$ cat src/rtl/layer0_input_quantizer.sv
// Streams raw feature beats and turns each one into a 2-bit code by counting
// how many of three programmable per-feature thresholds it reaches. The packed
// vector is held until the layer0 side accepts it.
//
// state   | meaning
// IDLE    | waiting for the first beat of a vector (index 0)
// COLLECT | part of a vector has been received and quantized
// HOLD    | full vector presented on m_data, waiting for m_ready
// DRAIN   | overlong vector, dropping beats up to and including s_last
module layer0_input_quantizer #(
  parameter int                NUM_FEATURES = 3,
  parameter int                FEAT_W       = 8,
  parameter logic [FEAT_W-1:0] T0_INIT      = FEAT_W'(64),
  parameter logic [FEAT_W-1:0] T1_INIT      = FEAT_W'(128),
  parameter logic [FEAT_W-1:0] T2_INIT      = FEAT_W'(192),
  localparam int               IDX_W        = $clog2(NUM_FEATURES)
) (
  input  logic                      clk,
  input  logic                      rst_n,
  input  logic                      s_valid,
  output logic                      s_ready,
  input  logic [FEAT_W-1:0]         s_data,
  input  logic                      s_last,
  input  logic                      cfg_we,
  input  logic [IDX_W-1:0]          cfg_addr,
  input  logic [1:0]                cfg_sel,
  input  logic [FEAT_W-1:0]         cfg_data,
  output logic                      m_valid,
  input  logic                      m_ready,
  output logic [2*NUM_FEATURES-1:0] m_data,
  output logic [7:0]                err_cnt
);

  localparam logic [1:0] ST_IDLE    = 2'd0;
  localparam logic [1:0] ST_COLLECT = 2'd1;
  localparam logic [1:0] ST_HOLD    = 2'd2;
  localparam logic [1:0] ST_DRAIN   = 2'd3;

  localparam logic [IDX_W-1:0] LAST_IDX = IDX_W'(NUM_FEATURES - 1);

  logic [1:0]                state_q, state_d;
  logic [IDX_W-1:0]          idx_q, idx_d;
  logic                      s_ready_q, s_ready_d;
  logic                      m_valid_q, m_valid_d;
  logic [2*NUM_FEATURES-1:0] m_data_q, m_data_d;
  logic [7:0]                err_q, err_d;

  logic [FEAT_W-1:0] thr0_q [NUM_FEATURES];
  logic [FEAT_W-1:0] thr1_q [NUM_FEATURES];
  logic [FEAT_W-1:0] thr2_q [NUM_FEATURES];
  logic [FEAT_W-1:0] thr0_d [NUM_FEATURES];
  logic [FEAT_W-1:0] thr1_d [NUM_FEATURES];
  logic [FEAT_W-1:0] thr2_d [NUM_FEATURES];

  logic       beat;
  logic       err_inc;
  logic       cfg_hit;
  logic       ge0, ge1, ge2;
  logic [1:0] q_code;

  assign s_ready = s_ready_q;
  assign m_valid = m_valid_q;
  assign m_data  = m_data_q;
  assign err_cnt = err_q;

  assign beat    = s_valid && s_ready_q;
  assign cfg_hit = cfg_we && (int'(cfg_addr) < NUM_FEATURES);

  // The beat sees the thresholds as they were before any same-cycle write.
  always_comb begin
    ge0    = (s_data >= thr0_q[idx_q]);
    ge1    = (s_data >= thr1_q[idx_q]);
    ge2    = (s_data >= thr2_q[idx_q]);
    q_code = {1'b0, ge0} + {1'b0, ge1} + {1'b0, ge2};
  end

  always_comb begin
    thr0_d = thr0_q;
    thr1_d = thr1_q;
    thr2_d = thr2_q;
    if (cfg_hit) begin
      case (cfg_sel)
        2'd0:    thr0_d[cfg_addr] = cfg_data;
        2'd1:    thr1_d[cfg_addr] = cfg_data;
        2'd2:    thr2_d[cfg_addr] = cfg_data;
        default: ;
      endcase
    end
  end

  always_comb begin
    state_d  = state_q;
    idx_d    = idx_q;
    m_data_d = m_data_q;
    err_d    = err_q;
    err_inc  = 1'b0;

    case (state_q)
      ST_IDLE, ST_COLLECT: begin
        if (beat) begin
          for (int i = 0; i < NUM_FEATURES; i++) begin
            if (idx_q == IDX_W'(i)) m_data_d[2*i +: 2] = q_code;
          end
          if (idx_q == LAST_IDX) begin
            idx_d = '0;
            if (s_last) begin
              state_d = ST_HOLD;
            end else begin
              state_d = ST_DRAIN;
              err_inc = 1'b1;
            end
          end else if (s_last) begin
            idx_d   = '0;
            state_d = ST_IDLE;
            err_inc = 1'b1;
          end else begin
            idx_d   = idx_q + 1'b1;
            state_d = ST_COLLECT;
          end
        end
      end
      ST_HOLD: begin
        if (m_valid_q && m_ready) state_d = ST_IDLE;
      end
      ST_DRAIN: begin
        if (beat && s_last) state_d = ST_IDLE;
      end
      default: begin
        state_d = ST_IDLE;
        idx_d   = '0;
      end
    endcase

    if (err_inc && (err_q != 8'hFF)) err_d = err_q + 8'd1;

    // Handshake flags are registered from the next state so they line up with it.
    s_ready_d = (state_d != ST_HOLD);
    m_valid_d = (state_d == ST_HOLD);
  end

  always_ff @(posedge clk or negedge rst_n) begin
    if (!rst_n) begin
      state_q   <= ST_IDLE;
      idx_q     <= '0;
      s_ready_q <= 1'b0;
      m_valid_q <= 1'b0;
      m_data_q  <= '0;
      err_q     <= '0;
      for (int i = 0; i < NUM_FEATURES; i++) begin
        thr0_q[i] <= T0_INIT;
        thr1_q[i] <= T1_INIT;
        thr2_q[i] <= T2_INIT;
      end
    end else begin
      state_q   <= state_d;
      idx_q     <= idx_d;
      s_ready_q <= s_ready_d;
      m_valid_q <= m_valid_d;
      m_data_q  <= m_data_d;
      err_q     <= err_d;
      thr0_q    <= thr0_d;
      thr1_q    <= thr1_d;
      thr2_q    <= thr2_d;
    end
  end

endmodule
$ cat config.mk
export PLATFORM = sky130hd
export DESIGN_NAME = layer0_input_quantizer
export DESIGN_NICKNAME = d
export VERILOG_FILES = /design/src/rtl/layer0_input_quantizer.sv
export SDC_FILE = /design/constraint.sdc
export NUM_CORES = 1
export LEC_CHECK = 0
export ABC_AREA = 1
export CORE_MARGIN = 1.5
export CORE_UTILIZATION = 40
export CTS_CLUSTER_SIZE = 14
export DETAILED_ROUTE_END_ITERATION = 6
export GPL_TIMING_DRIVEN = 1
export HOLD_SLACK_MARGIN = 0.12
export SYNTH_ARGS = -nofsm -noshare
export SYNTH_HDL_FRONTEND = slang
export SYNTH_SLANG_ARGS = --single-unit
$ cat constraint.sdc
create_clock -name clk -period 3.15 [get_ports clk]
set_clock_uncertainty 0.2 [all_clocks]
set_input_delay 0.4725 -clock clk [delete_from_list [all_inputs] [get_ports clk]]
set_output_delay 0.4725 -clock clk [all_outputs]
set_load 0.02 [all_outputs]
== Word-level counts from Yosys, hierarchy flattened ==
Cells that the tools add are included.

* Add/sub/neg operators: 4
* Order comparisons: 7
* Equal/unequal tests: 10
* Multiplexer cells: 28
* Bitwise operators: 2
* Reductions and logical operators: 17

{| class="wikitable"
|+ Operators with widths
! kind !! number
|-
| $bwmux 24 || 3
|-
| $mux 8 || 7
|-
| $bmux 8 s2 || 3
|-
| $ge 8x8->1 || 3
|-
| $demux 8 s2 || 1
|-
| $mux 2 || 6
|-
| $eq 2x2->1 const B || 5
|-
| $reduce_and 3->1 || 3
|-
| $add 8x1->8 const B || 1
|-
| $ne 8x8->1 const B || 1
|-
| $reduce_and 2->1 || 4
|-
| $mux 1 || 7
|-
| $eq 2x1->1 const B || 3
|-
| $ge 3x3->1 const B || 2
|-
| $logic_and 1x1->1 || 6
|-
| $logic_not 2->1 || 3
|-
| $not 2->3 || 2
|-
| $pmux 2 s3 || 1
|-
| $lt 3x1->1 const B || 1
|-
| $add 1x1->2 || 1
|-
| $add 2x1->2 || 1
|-
| $add 2x1->2 const B || 1
|-
| $lt 2x2->1 const B || 1
|-
| $ne 2x2->1 const B || 1
|-
| $reduce_or 2->1 || 1
|}

* Bits in registers: 92
* Input port bits: 26
* Word-level logic and storage cells: 85

== Depth between registers and ports, before layout ==
Gate-level depths: netlist of run 1.

* Word-level depth: 7
* Mapped depth: 15
* Mapped depth without buffers: 15

== Worst setup path after synthesis of run 1 ==
No wires, ideal clock.

* Path kind: flip-flop to flip-flop
* From: register idx_q[0]
* To: register m_data_q[4] (netlist: m_data[4])
* Setup time: 83 ps
* Data arrival time: 2440 ps
* Required time: 2867 ps
* Slack: 427 ps
* Cell stages (with the launch flop): 12
* Path buffers: 1
* Period minus slack after synthesis: 2723 ps
* Cells stage by stage: dfrtp_1 nor2_1 clkbuf_1 a2bb2oi_1 ha_1 a21oi_1 nor2_1 nor3_1 nand2_1 fa_1 inv_1 o21ai_0

* Word-level cells in the longest chain between the ends: 7

{| class="wikitable"
|+ Ends and longest elaborated chain
! item !! line !! RTL
|-
| start, declared || 42 || <nowiki>logic [IDX_W-1:0] idx_q, idx_d;</nowiki>
|-
| start signal, assigned || 156 || <nowiki>idx_q <= idx_d;</nowiki>
|-
| $not 2->3 (not written as such) * || 71, 72, 73 ||
|-
| $bmux 8 s2, on equally long branches || 71, 72 ||
|-
| $mux 8, on equally long branches (2 in a row) || 71, 72 ||
|-
| $ge 8x8->1, on equally long branches || 71, 72 ||
|-
| $add 1x1->2 || 74 || <nowiki>q_code = {1'b0, ge0} + {1'b0, ge1} + {1'b0, ge2};</nowiki>
|-
| $add 2x1->2 * || 74 ||
|-
| via q_code[0] || 59 || <nowiki>logic [1:0] q_code;</nowiki>
|-
| end signal, assigned || 159 || <nowiki>m_data_q <= m_data_d;</nowiki>
|-
| end, declared || 45 || <nowiki>logic [2*NUM_FEATURES-1:0] m_data_q, m_data_d;</nowiki>
|}

The timed path passes the listed nets; every way through them passes the cells marked *. The select of a mux whose other input is x is not followed.
A chain may end at the register's enable or synchronous reset.

== Worst setup path after layout of run 1 ==
* From: register idx_q[0]
* To: register m_data_q[0] (netlist: m_data[0])

Same word-level chain as after synthesis.

==> key figures, run 1 <==
Outcome
  • Run status: finished clean

GRT
  • Largest net degree at the start of global routing: 80
  • Met1 Usage GRT: 34.6%
  • First-pass GRT wire length: 21,800 um
  • Met2 Usage GRT: 30.4%
  • Initial antenna violation count: 0
  • Met3 Resource Use GR: 3.28%
  • Vias in the first global route: 3,892
  • GR Overflow Total: 0
  • Most used routing layer: met1
  • All-Layer GR Usage: 21.9%

Route
  • Routed wire length: 13,700 um
  • Initial DRC count: 380
  • Final ANT Viol Nets: 0
  • DR WL/cell: 16.4 um
  • Final routed DRC violation total: 0
  • Drt first pass iters: 5
  • Vias: 4,379
  • Vias per std cell: 5.24

Power and ir drop
  • Net Sw Frac: 37.0%
  • PwrDens: 772 nW/um2
  • Sequential Power Share: 38.0%
  • Clock share of power: 24.2%
  • NetSw: 1680 uW
  • P_leak: 0.00296 uW
  • Combinational share of power: 37.8%
  • Maximum VDD drop: 0.277 mV
  • P_int: 2850 uW

Clocking
  • Skew-Pair Late Insertion Delay: 350 ps
  • Clock sink count: 92
  • CTS Buf Count: 9
  • Number of hold buffers added after CTS: 0
  • Clock Path Buffers: 2
  • Htree depth: 3
  • CTS clk-pin slew, worst paths: 60 ps
  • Clk root buf: clkbuf_16
  • CTS tree: done

Floorplan
  • Std cell rows: 40
  • Core Box Area: 12,100 um2
  • Die Footprint: 13,100 um2
  • Starting Density: 41.0%
  • Die Wd: 114 um
  • Die Y: 114 um
  • I/O pins: 42

Setup path
  • CP Capture Type: flop
  • Cell Chain, Critical Path: buf_4 > nor2_1 > buf_4 > a2bb2oi_1 > ha_1 > a21oi_1 > nor2_1 > nor3_1 > nand2_1 > fa_1 > inv_1 > o21ai_0
  • Crit-path max cell delay: 530 ps
  • Worst Setup SP: idx_q[0]$_DFFE_PN0P_
  • Critical Path RT: 3210 ps
  • R2R Path Start: idx_q[0]$_DFFE_PN0P_
  • CP max stage cell: fa_1
  • Crit path kind: flop to flop
  • Startpoint Class: flop
  • Crit Path Max Fanout: 26
  • Arrival @ worst endpoint: 2930 ps

Yosys
  • Largest cells by area after synthesis: dfrtp_1 (40%), nand2_1 (18%), nand3_1 (8.3%)
  • Ys Warns: 0
  • Syn_area_per_cell: 7.95 um2
  • Yosys reg bits: 92
  • Netlist Area Pre-Place: 4950 um2
  • Ys flop type: dfrtp_1
  • Synth top area share: 40.4%
  • Most frequent cell after synthesis: nand2_1
  • Post-synthesis cell count: 623
  • Yosys top cell by area: dfrtp_1
  • EDFF count, synth: 0
  • Asr flop ratio synth: 100%
  • Sequential area share after synthesis: 46.8%
  • Post-synth top cells: nand2_1 (233), nand3_1 (82), dfrtp_1 (80), nor2_1 (37), o21ai_0 (37)
  • Syn Nets: 678
  • Post-synth cell types: 25

STA
  • Fmax: 0.348 GHz
  • # setup viols final: 0
  • RSZ-0062 raised after global routing: false
  • Slew @ Worst Pin: 1030 ps
  • Final Hold Vio Count: 0
  • Setup TNS: 0 ps
  • Min Tclk post-route: 2870 ps
  • Max Transition Viols Final: 0
  • Slew HR: 31.5%
  • Hold WS: 86.3 ps
  • Tcrit/Tclk final: 91.2%

Finish
  • Ant diodes: 0
  • Layout cell share with drive strength beyond 1: 8.83%
  • Nets: 718
  • Area of the multi-input gates: 2400 um2
  • Fill cells: 1,143
  • Area Overhead vs Synth: 18.5%
  • Non-filler cells, final: 836
  • FF+latch area: 2320 um2

Placement
  • DP HPWL: 9570 um
  • Port bufs: 41
  • Placed insts: 816
  • Gpl congestion: 0.859

Min path
  • HP Class: primary input to async pin

Job
  • Max_cap viols: 0
[per-stage QoR]
step                      util [%]  cell area [um2]  total power [uW]  worst slack, ps
after CTS                     48.3             5830              4520              187
after floorplan                  -             4950              2830              427
after detailed placement      45.9             5540              3420              206
after global placement        45.9             5540              3360              269
final                         48.6             5870              4530              278
after global routing          48.6             5870              4870             27.1
[routing by layer]
layer | wire length [um] | vias up
met5 | 0 | -
li1 | - | 2132
met1 | 6900 | 2100
met2 | 5810 | 136
met4 | 190 | 0
met3 | 803 | 11
[registers in the layout, summed over array words and instances (netlist names)]
signal	cells
err_cnt	8
s_ready	1
thr0_q	24
idx_q	2
thr1_q	24
state_q	2
m_valid	1
m_data	6
thr2_q	24
[path summary, 6_finish.rpt]
check | slack [ps] | endpoint | cells past startpoint
setup / recovery | 280 | m_data[0]$_DFFE_PN0P_ | 12
hold / removal | 90 | thr1_q[14]$_DFFE_PN0P_ | 1
setup reg to reg | 280 | m_data[0]$_DFFE_PN0P_ | 12
hold reg to reg | 270 | thr1_q[23]$_DFFE_PN1P_ | 2
max in group asynchronous | 1950 | err_cnt[2]$_DFFE_PN0P_ | 2
min in group clk | 270 | thr1_q[23]$_DFFE_PN1P_ | 2
[cell type report]
cell class                      instances  area share (%)
Clock buffer                           10            3.90
Timing Repair Buffer                   57            9.00
Sequential cell                        92            39.5
Multi-Input combinational cell        474            40.9
Clock inverter                          6            1.09
Tap cell                              168            3.58
Inverter                               29            1.98
[logic make-up (layout without fill, tap and decap cells)]
| family | Yosys count | count (layout) | synth area share [%] |
|---|---|---|---|
| buf+inv | 57 | 102 | 4.65 |
| flops | 92 | 92 | 46.8 |
| xor+xnor | 3 | 3 | 0.531 |
| simple gates | 375 | 375 | 31.9 |
| fa+ha+maj | 29 | 29 | 7.48 |
| compound gates | 67 | 67 | 8.62 |
[cell usage in the layout (no fill, tap or decap), types with 3 or more instances in the layout]
cell,n
nand2_1,233
nand3_1,82
dfrtp_1,80
clkdlybuf4s50_1,40
nor2_1,37
o21ai_0,37
ha_1,28
inv_1,24
a2bb2oi_1,21
buf_4,17
dfstp_2,12
nand4_1,10
clkbuf_16,9
a21oi_1,6
nor2_2,6
clkinvlp_4,4
nand3b_1,3
inv_2,3
[critical path: cells and delay by family (launching register included)]
family	cells	cell delay (ps)
and+or+nand+nor	4	450
buffers and inverters	3	500
DFF	1	400
AOI/OAI and AO/OA	3	410
adders and majority gates	2	820
[repair_timing]
item,4_1_cts,5_1_grt
buffers inserted,0,4
setup endpoints to repair,0,2
resized for setup,0,2
[power groups by stage]
stage	Clock (uW)	Sequential (uW)	Combinational [uW]
2_1_floorplan	0	1730	1100
3_3_place_gp	0	1720	1640
3_5_place_dp	0	1720	1700
4_1_cts	1110	1710	1700
5_1_grt	1160	1750	1960
6_report	1100	1720	1710
Power figures use the tool's default switching activity.
==> run 2: changes to the inputs <==
--- a/config.mk
+++ b/config.mk
@@ -12,6 +12,7 @@
 export DETAILED_ROUTE_END_ITERATION = 6
 export GPL_TIMING_DRIVEN = 1
 export HOLD_SLACK_MARGIN = 0.12
+export SLEW_MARGIN = 20
 export SYNTH_ARGS = -nofsm -noshare
 export SYNTH_HDL_FRONTEND = slang
 export SYNTH_SLANG_ARGS = --single-unit
==> constraint.sdc (replaced) <==
create_clock -name clk -period 3.3 [get_ports clk]
set_clock_uncertainty 0.2 [all_clocks]
set_input_delay 0.495 -clock clk [delete_from_list [all_inputs] [get_ports clk]]
set_output_delay 0.495 -clock clk [all_outputs]
set_load 0.02 [all_outputs]
==> run 2 against run 1 <==
Against the previous run:
- non-clock buffer count down 3
- wire length down 1.7%
- utilization unchanged
- combinational power down 4%
- critical endpoint is now m_data[2]$_DFFE_PN0P_
==> key figures, run 2 (synthesized netlist as in run 1, its figures left out) <==
Outcome
  • Run status: finished clean

Finish
  • Top Registers: thr0_q x24, thr1_q x24, thr2_q x24
  • Ant diodes: 0
  • Nets: 715
  • Layout cell share with drive strength beyond 1: 7.97%
  • Commonest cells after routing, fill and taps aside: nand2_1 (233), nand3_1 (82), dfrtp_1 (80)
  • Commonest non-fill, non-tap cell in the layout: nand2_1
  • Area Overhead vs Synth: 18.5%
  • Final Cell Area: 5870 um2
  • Non-filler cells, final: 833

Job
  • Max_cap viols: 0

Floorplan
  • Die Y: 114 um
  • Die Footprint: 13,100 um2
  • Core Box Area: 12,100 um2
  • Die Wd: 114 um
  • Std cell rows: 40
  • I/O pins: 42
  • Starting Density: 41.0%

Placement
  • Pre-CTS WS: 390 ps
  • Area after DPL: 5550 um2
  • DP HPWL: 9600 um
  • Placed insts: 816
  • Port bufs: 41
  • Gpl congestion: 0.856

Setup path
  • Worst Setup SP: idx_q[1]$_DFFE_PN0P_
  • CP Capture Type: flop
  • Critical Path End: m_data[2]$_DFFE_PN0P_
  • R2r worst-path depth: 14
  • R2r endpoint: m_data[2]$_DFFE_PN0P_
  • R2R Path Start: idx_q[1]$_DFFE_PN0P_
  • Arrival @ worst endpoint: 3020 ps
  • Critical Path RT: 3360 ps
  • R2R setup slack: 340 ps
  • Crit Path Max Fanout: 16
  • Startpoint Class: flop
  • Crit path kind: flop to flop

STA
  • Setup TNS: 0 ps
  • Max Transition Viols Final: 0
  • Slew HR: 48.7%
  • RSZ-0062 raised after global routing: false
  • Slew @ Worst Pin: 770 ps
  • Tcrit/Tclk final: 89.8%
  • Setup ws final: 337 ps
  • # setup viols final: 0
  • Fmax: 0.337 GHz
  • Min Tclk post-route: 2960 ps
  • Final Hold Vio Count: 0

Min path
  • HP Class: flop to flop

GRT
  • Met1 Usage GRT: 33.7%
  • Vias in the first global route: 3,955
  • Largest net degree at the start of global routing: 86
  • Most used routing layer: met1
  • Met3 Resource Use GR: 2.91%
  • Met2 Usage GRT: 31.2%
  • Initial antenna violation count: 0
  • All-Layer GR Usage: 21.8%
  • First-pass GRT wire length: 21,500 um
  • GR Overflow Total: 0

Clocking
  • Htree depth: 3
  • Clock Path Buffers: 2
  • Number of hold buffers added after CTS: 0
  • Post-CTS sizing: 0
  • Skew-Pair Late Insertion Delay: 350 ps
  • CTS Buf Count: 9
  • Clock sink count: 92
  • CTS clk-pin slew, worst paths: 60 ps
  • CTS tree: done
  • Setup Buffers After CTS: 0
  • Clk root buf: clkbuf_16

Power and ir drop
  • P_leak: 0.00296 uW
  • PwrDens: 739 nW/um2
  • Maximum VDD drop: 0.335 mV

Route
  • DR WL/cell: 16.2 um
  • Vias per std cell: 5.17
  • Drt first pass iters: 4
  • Initial DRC count: 322
  • Vias: 4,306
  • Routed wire length: 13,500 um
  • Final ANT Viol Nets: 0
  • Final routed DRC violation total: 0
## run 2: worst min-delay path by stage
| stage | startpoint | to | slack, ps | depth (start not counted) |
|---|---|---|---|---|
| final | thr2_q[7]$_DFFE_PN1P_ | thr2_q[7]$_DFFE_PN1P_ | 260 | 2 |
| after global routing | thr2_q[14]$_DFFE_PN1P_ | thr2_q[14]$_DFFE_PN1P_ | 290 | 2 |
| after CTS | rst_n | thr1_q[6]$_DFFE_PN0P_ | 190 | 1 |
| after detailed placement | thr1_q[17]$_DFFE_PN0P_ | thr1_q[17]$_DFFE_PN0P_ | 250 | 2 |
| after global placement | thr2_q[7]$_DFFE_PN1P_ | thr2_q[7]$_DFFE_PN1P_ | 250 | 2 |
| after floorplan | rst_n | err_cnt[0]$_DFFE_PN0P_ | -0.6 | 0 |
## run 2: through the flow
stage | total power [uW] | hold WS [ps] | util, %
final | 4340 | 264 | 48.6
after detailed placement | 3280 | 253 | 46.0
after CTS | 4350 | 185 | 48.5
after global routing | 4660 | 286 | 48.6
after global placement | 3220 | 251 | 46.0
after floorplan | 2710 | -0.591 | -
## run 2: routing by layer
metal	up-vias	wire length, um	part of all wire (%)
li1	2136	-	-
met1	2045	6940	51
met2	112	5710	42
met3	13	611	4.5
met4	0	218	1.6
met5	-	0	0
## run 2: critical path, cell delays in order, from the launching register on
cell and delay [ps]:
dfrtp_1 380, inv_1 310, nor2_1 110, buf_4 210, a2bb2oi_1 220, ha_1 300
nand2_1 80, nand3b_1 70, nand2_1 60, nand2_1 50, nand2_1 50, nand2_1 70
fa_1 530, inv_1 50, o21ai_0 170
## run 2: layout make-up
cell class,instances,area [um2]
Clock buffer,12,256
Clock inverter,4,47.5
Fill cell,1170,6190
Inverter,29,109
Multi-Input combinational cell,474,2400
Sequential cell,92,2320
Tap cell,168,210
Timing Repair Buffer,54,524
## run 2: where the power goes
group	internal [uW]	total [uW]	switching (uW)
registers	1420	1630	206
clock network	626	1060	434
logic	707	1650	941
==> run 3: changes to the inputs <==
--- a/config.mk
+++ b/config.mk
@@ -6,7 +6,7 @@
 export NUM_CORES = 1
 export LEC_CHECK = 0
 export ABC_AREA = 1
-export CORE_MARGIN = 1.5
+export CORE_MARGIN = 2
 export CORE_UTILIZATION = 40
 export CTS_CLUSTER_SIZE = 14
 export DETAILED_ROUTE_END_ITERATION = 6
==> constraint.sdc (replaced) <==
create_clock -name clk -period 3.04 [get_ports clk]
set_clock_uncertainty 0.2 [all_clocks]
set_input_delay 0.456 -clock clk [delete_from_list [all_inputs] [get_ports clk]]
set_output_delay 0.456 -clock clk [all_outputs]
set_load 0.02 [all_outputs]
==> run 3 against run 2 <==
Against the previous run:
- wire length is essentially flat
- sequential power increased by 9%
- flip-flop and latch count stayed put
- hold slack better by 2.9 ps
- register-to-register slack lost 150 ps
- count of clock-buffer cells in the layout down 1
- sequential share of layout area increased by 0.23 points
- global-route usage shrank 0.14 points
- utilization is 0.28 points lower
- non-clock buffer count did not move
- via count grew 1.5%
- critical path type unchanged
==> key figures, run 3 (synthesized netlist as in run 1, its figures left out) <==
Route
  • Vias per std cell: 5.25
  • Final ANT Viol Nets: 0
  • Drt first pass iters: 5
  • Initial DRC count: 295
  • Final routed DRC violation total: 0
  • Vias: 4,371
  • DR WL/cell: 16.2 um
  • Routed wire length: 13,500 um

Placement
  • Port bufs: 41
  • DP HPWL: 9720 um
  • Area after DPL: 5550 um2
  • Gpl congestion: 0.877

Power and ir drop
  • Clock share of power: 22.8%
  • PwrDens: 788 nW/um2
  • P_int: 2880 uW
  • Maximum VDD drop: 0.258 mV
  • NetSw: 1710 uW
  • Net Sw Frac: 37.3%
  • Sequential Power Share: 38.5%
  • Combinational share of power: 38.7%
  • P_leak: 0.00295 uW

Setup path
  • Crit path kind: flop to flop
  • CP top delay family: compound AO/OA/AOI/OAI gates
  • Crit-path max cell delay: 480 ps
  • Crit path top cell by count: o21ai_0
  • Crit Path Max Fanout: 26
  • R2R setup slack: 190 ps
  • WP depth: 11
  • Critical Path RT: 3100 ps
  • Critical Path End: m_data[0]$_DFFE_PN0P_
  • Startpoint Class: flop
  • R2r endpoint: m_data[0]$_DFFE_PN0P_
  • Cell Chain, Critical Path: buf_4 > o21ai_0 > a2bb2oi_1 > ha_1 > a21oi_1 > nor2_1 > nor3_1 > nand2_1 > fa_1 > inv_1 > o21ai_0
  • R2R Path Start: idx_q[0]$_DFFE_PN0P_
  • Worst Setup SP: idx_q[0]$_DFFE_PN0P_
  • CP max stage cell: fa_1
  • CP Capture Type: flop
  • Arrival @ worst endpoint: 2910 ps
  • R2r worst-path depth: 11
  • CP bufs+invs: 2

Clocking
  • Setup Buffers After CTS: 0
  • Skew-Pair Late Insertion Delay: 350 ps
  • CTS tree: done
  • CTS clk-pin slew, worst paths: 60 ps
  • Clock Path Buffers: 2
  • Clock sink count: 92
  • Htree depth: 3
  • CTS Buf Count: 9
  • Clk root buf: clkbuf_16

GRT
  • Vias in the first global route: 4,064
  • Largest net degree at the start of global routing: 59
  • Initial antenna violation count: 0
  • All-Layer GR Usage: 21.6%
  • GR Overflow Total: 0
  • First-pass GRT wire length: 21,700 um

Finish
  • Commonest cells after routing, fill and taps aside: nand2_1 (233), nand3_1 (82), dfrtp_1 (80)
  • Final Cell Area: 5830 um2
  • Area Overhead vs Synth: 17.8%
  • Ant diodes: 0
  • Fill cells: 1,191
  • Top Registers: thr0_q x24, thr1_q x24, thr2_q x24
  • Layout cell share with drive strength beyond 1: 7.97%
  • Nets: 715
  • Commonest non-fill, non-tap cell in the layout: nand2_1

STA
  • Slew HR: 34.8%
  • Final Hold Vio Count: 0
  • Fmax: 0.351 GHz
  • RSZ-0062 raised after global routing: false
  • Tcrit/Tclk final: 93.7%
  • Setup TNS: 0 ps
  • Slew @ Worst Pin: 977 ps
  • Max Transition Viols Final: 0
  • Min Tclk post-route: 2850 ps
  • # setup viols final: 0

Floorplan
  • Core Box Area: 12,100 um2
  • Die Footprint: 13,300 um2
  • Std cell rows: 40
  • Die Y: 115 um
  • Starting Density: 41.0%
  • I/O pins: 42
  • Die Wd: 115 um

Outcome
  • Run status: finished clean

Min path
  • HP Class: flop to flop

Job
  • Max_cap viols: 0
==> run 3: changes by cell type in the layout (fill, tap and decap cells not counted), sizes merged <==
cell,delta
bufinv,-1
clkbuf,-1
clkinv,+2
==> run 3: worst min-delay path by stage <==
stage / startpoint / endpoint / slack, ps / cells past startpoint
final: thr2_q[15]$_DFFE_PN1P_ / thr2_q[15]$_DFFE_PN1P_ / 270 / 2
after global routing: thr2_q[7]$_DFFE_PN1P_ / thr2_q[7]$_DFFE_PN1P_ / 280 / 2
after CTS: thr0_q[6]$_DFFE_PN1P_ / thr0_q[6]$_DFFE_PN1P_ / 270 / 2
after detailed placement: thr0_q[6]$_DFFE_PN1P_ / thr0_q[6]$_DFFE_PN1P_ / 250 / 2
after global placement: rst_n / m_data[5]$_DFFE_PN0P_ / 250 / 1
after floorplan: rst_n / err_cnt[0]$_DFFE_PN0P_ / -40 / 0
==> run 3: area by class of cell <==
| cell class | count | area [um2] | share of cell area, % |
|---|---|---|---|
| Inverter | 29 | 109 | 1.87 |
| Sequential cell | 92 | 2320 | 39.7 |
| Clock inverter | 5 | 27.5 | 0.472 |
| Timing Repair Buffer | 54 | 524 | 8.99 |
| Tap cell | 168 | 210 | 3.60 |
| Clock buffer | 11 | 243 | 4.16 |
| Multi-Input combinational cell | 474 | 2400 | 41.2 |
==> run 3: timing repair <==
item | 4_1_cts | 5_1_grt
hold endpoints to repair | 30 | 0
gates resized for setup | 0 | 1
hold buffers | 1 | 0
endpoints found under the setup margin | 0 | 2
==> run 3: per-stage QoR <==
stage / util, % / setup WS (ps) / total power (uW) / instances / hold slack [ps]
floorplan: - / 317 / 2940 / 623 / -39.6
global route: 48.4 / 17.6 / 4950 / 833 / 284
global placement: 46.0 / 319 / 3510 / 816 / 252
finish: 48.4 / 190 / 4600 / 833 / 267
CTS: 48.3 / 216 / 4620 / 833 / 266
detailed placement: 46.0 / 237 / 3560 / 816 / 255
==> run 3: worst register-to-register path: stages (launching register included) <==
cell and delay, ps:
dfrtp_1 390, buf_4 210, o21ai_0 290, a2bb2oi_1 240, ha_1 280, a21oi_1 150, nor2_1 50, nor3_1 160
nand2_1 100, fa_1 480, inv_1 50, o21ai_0 160
==> run 3: power by group through the flow <==
stage	combinational, uW	clock, uW	sequential (uW)
2_1_floorplan	1140	0	1800
3_3_place_gp	1740	0	1770
3_5_place_dp	1780	0	1780
4_1_cts	1790	1070	1760
5_1_grt	2030	1120	1800
6_report	1780	1050	1770
==> run 3: metal layers <==
layer	up-vias	GRT usage, %	wire, um
met2	115	30.9	5780
met3	20	4.32	745
li1	2136	-	-
met4	0	8.11	267
met5	-	0	0
met1	2100	32.3	6680
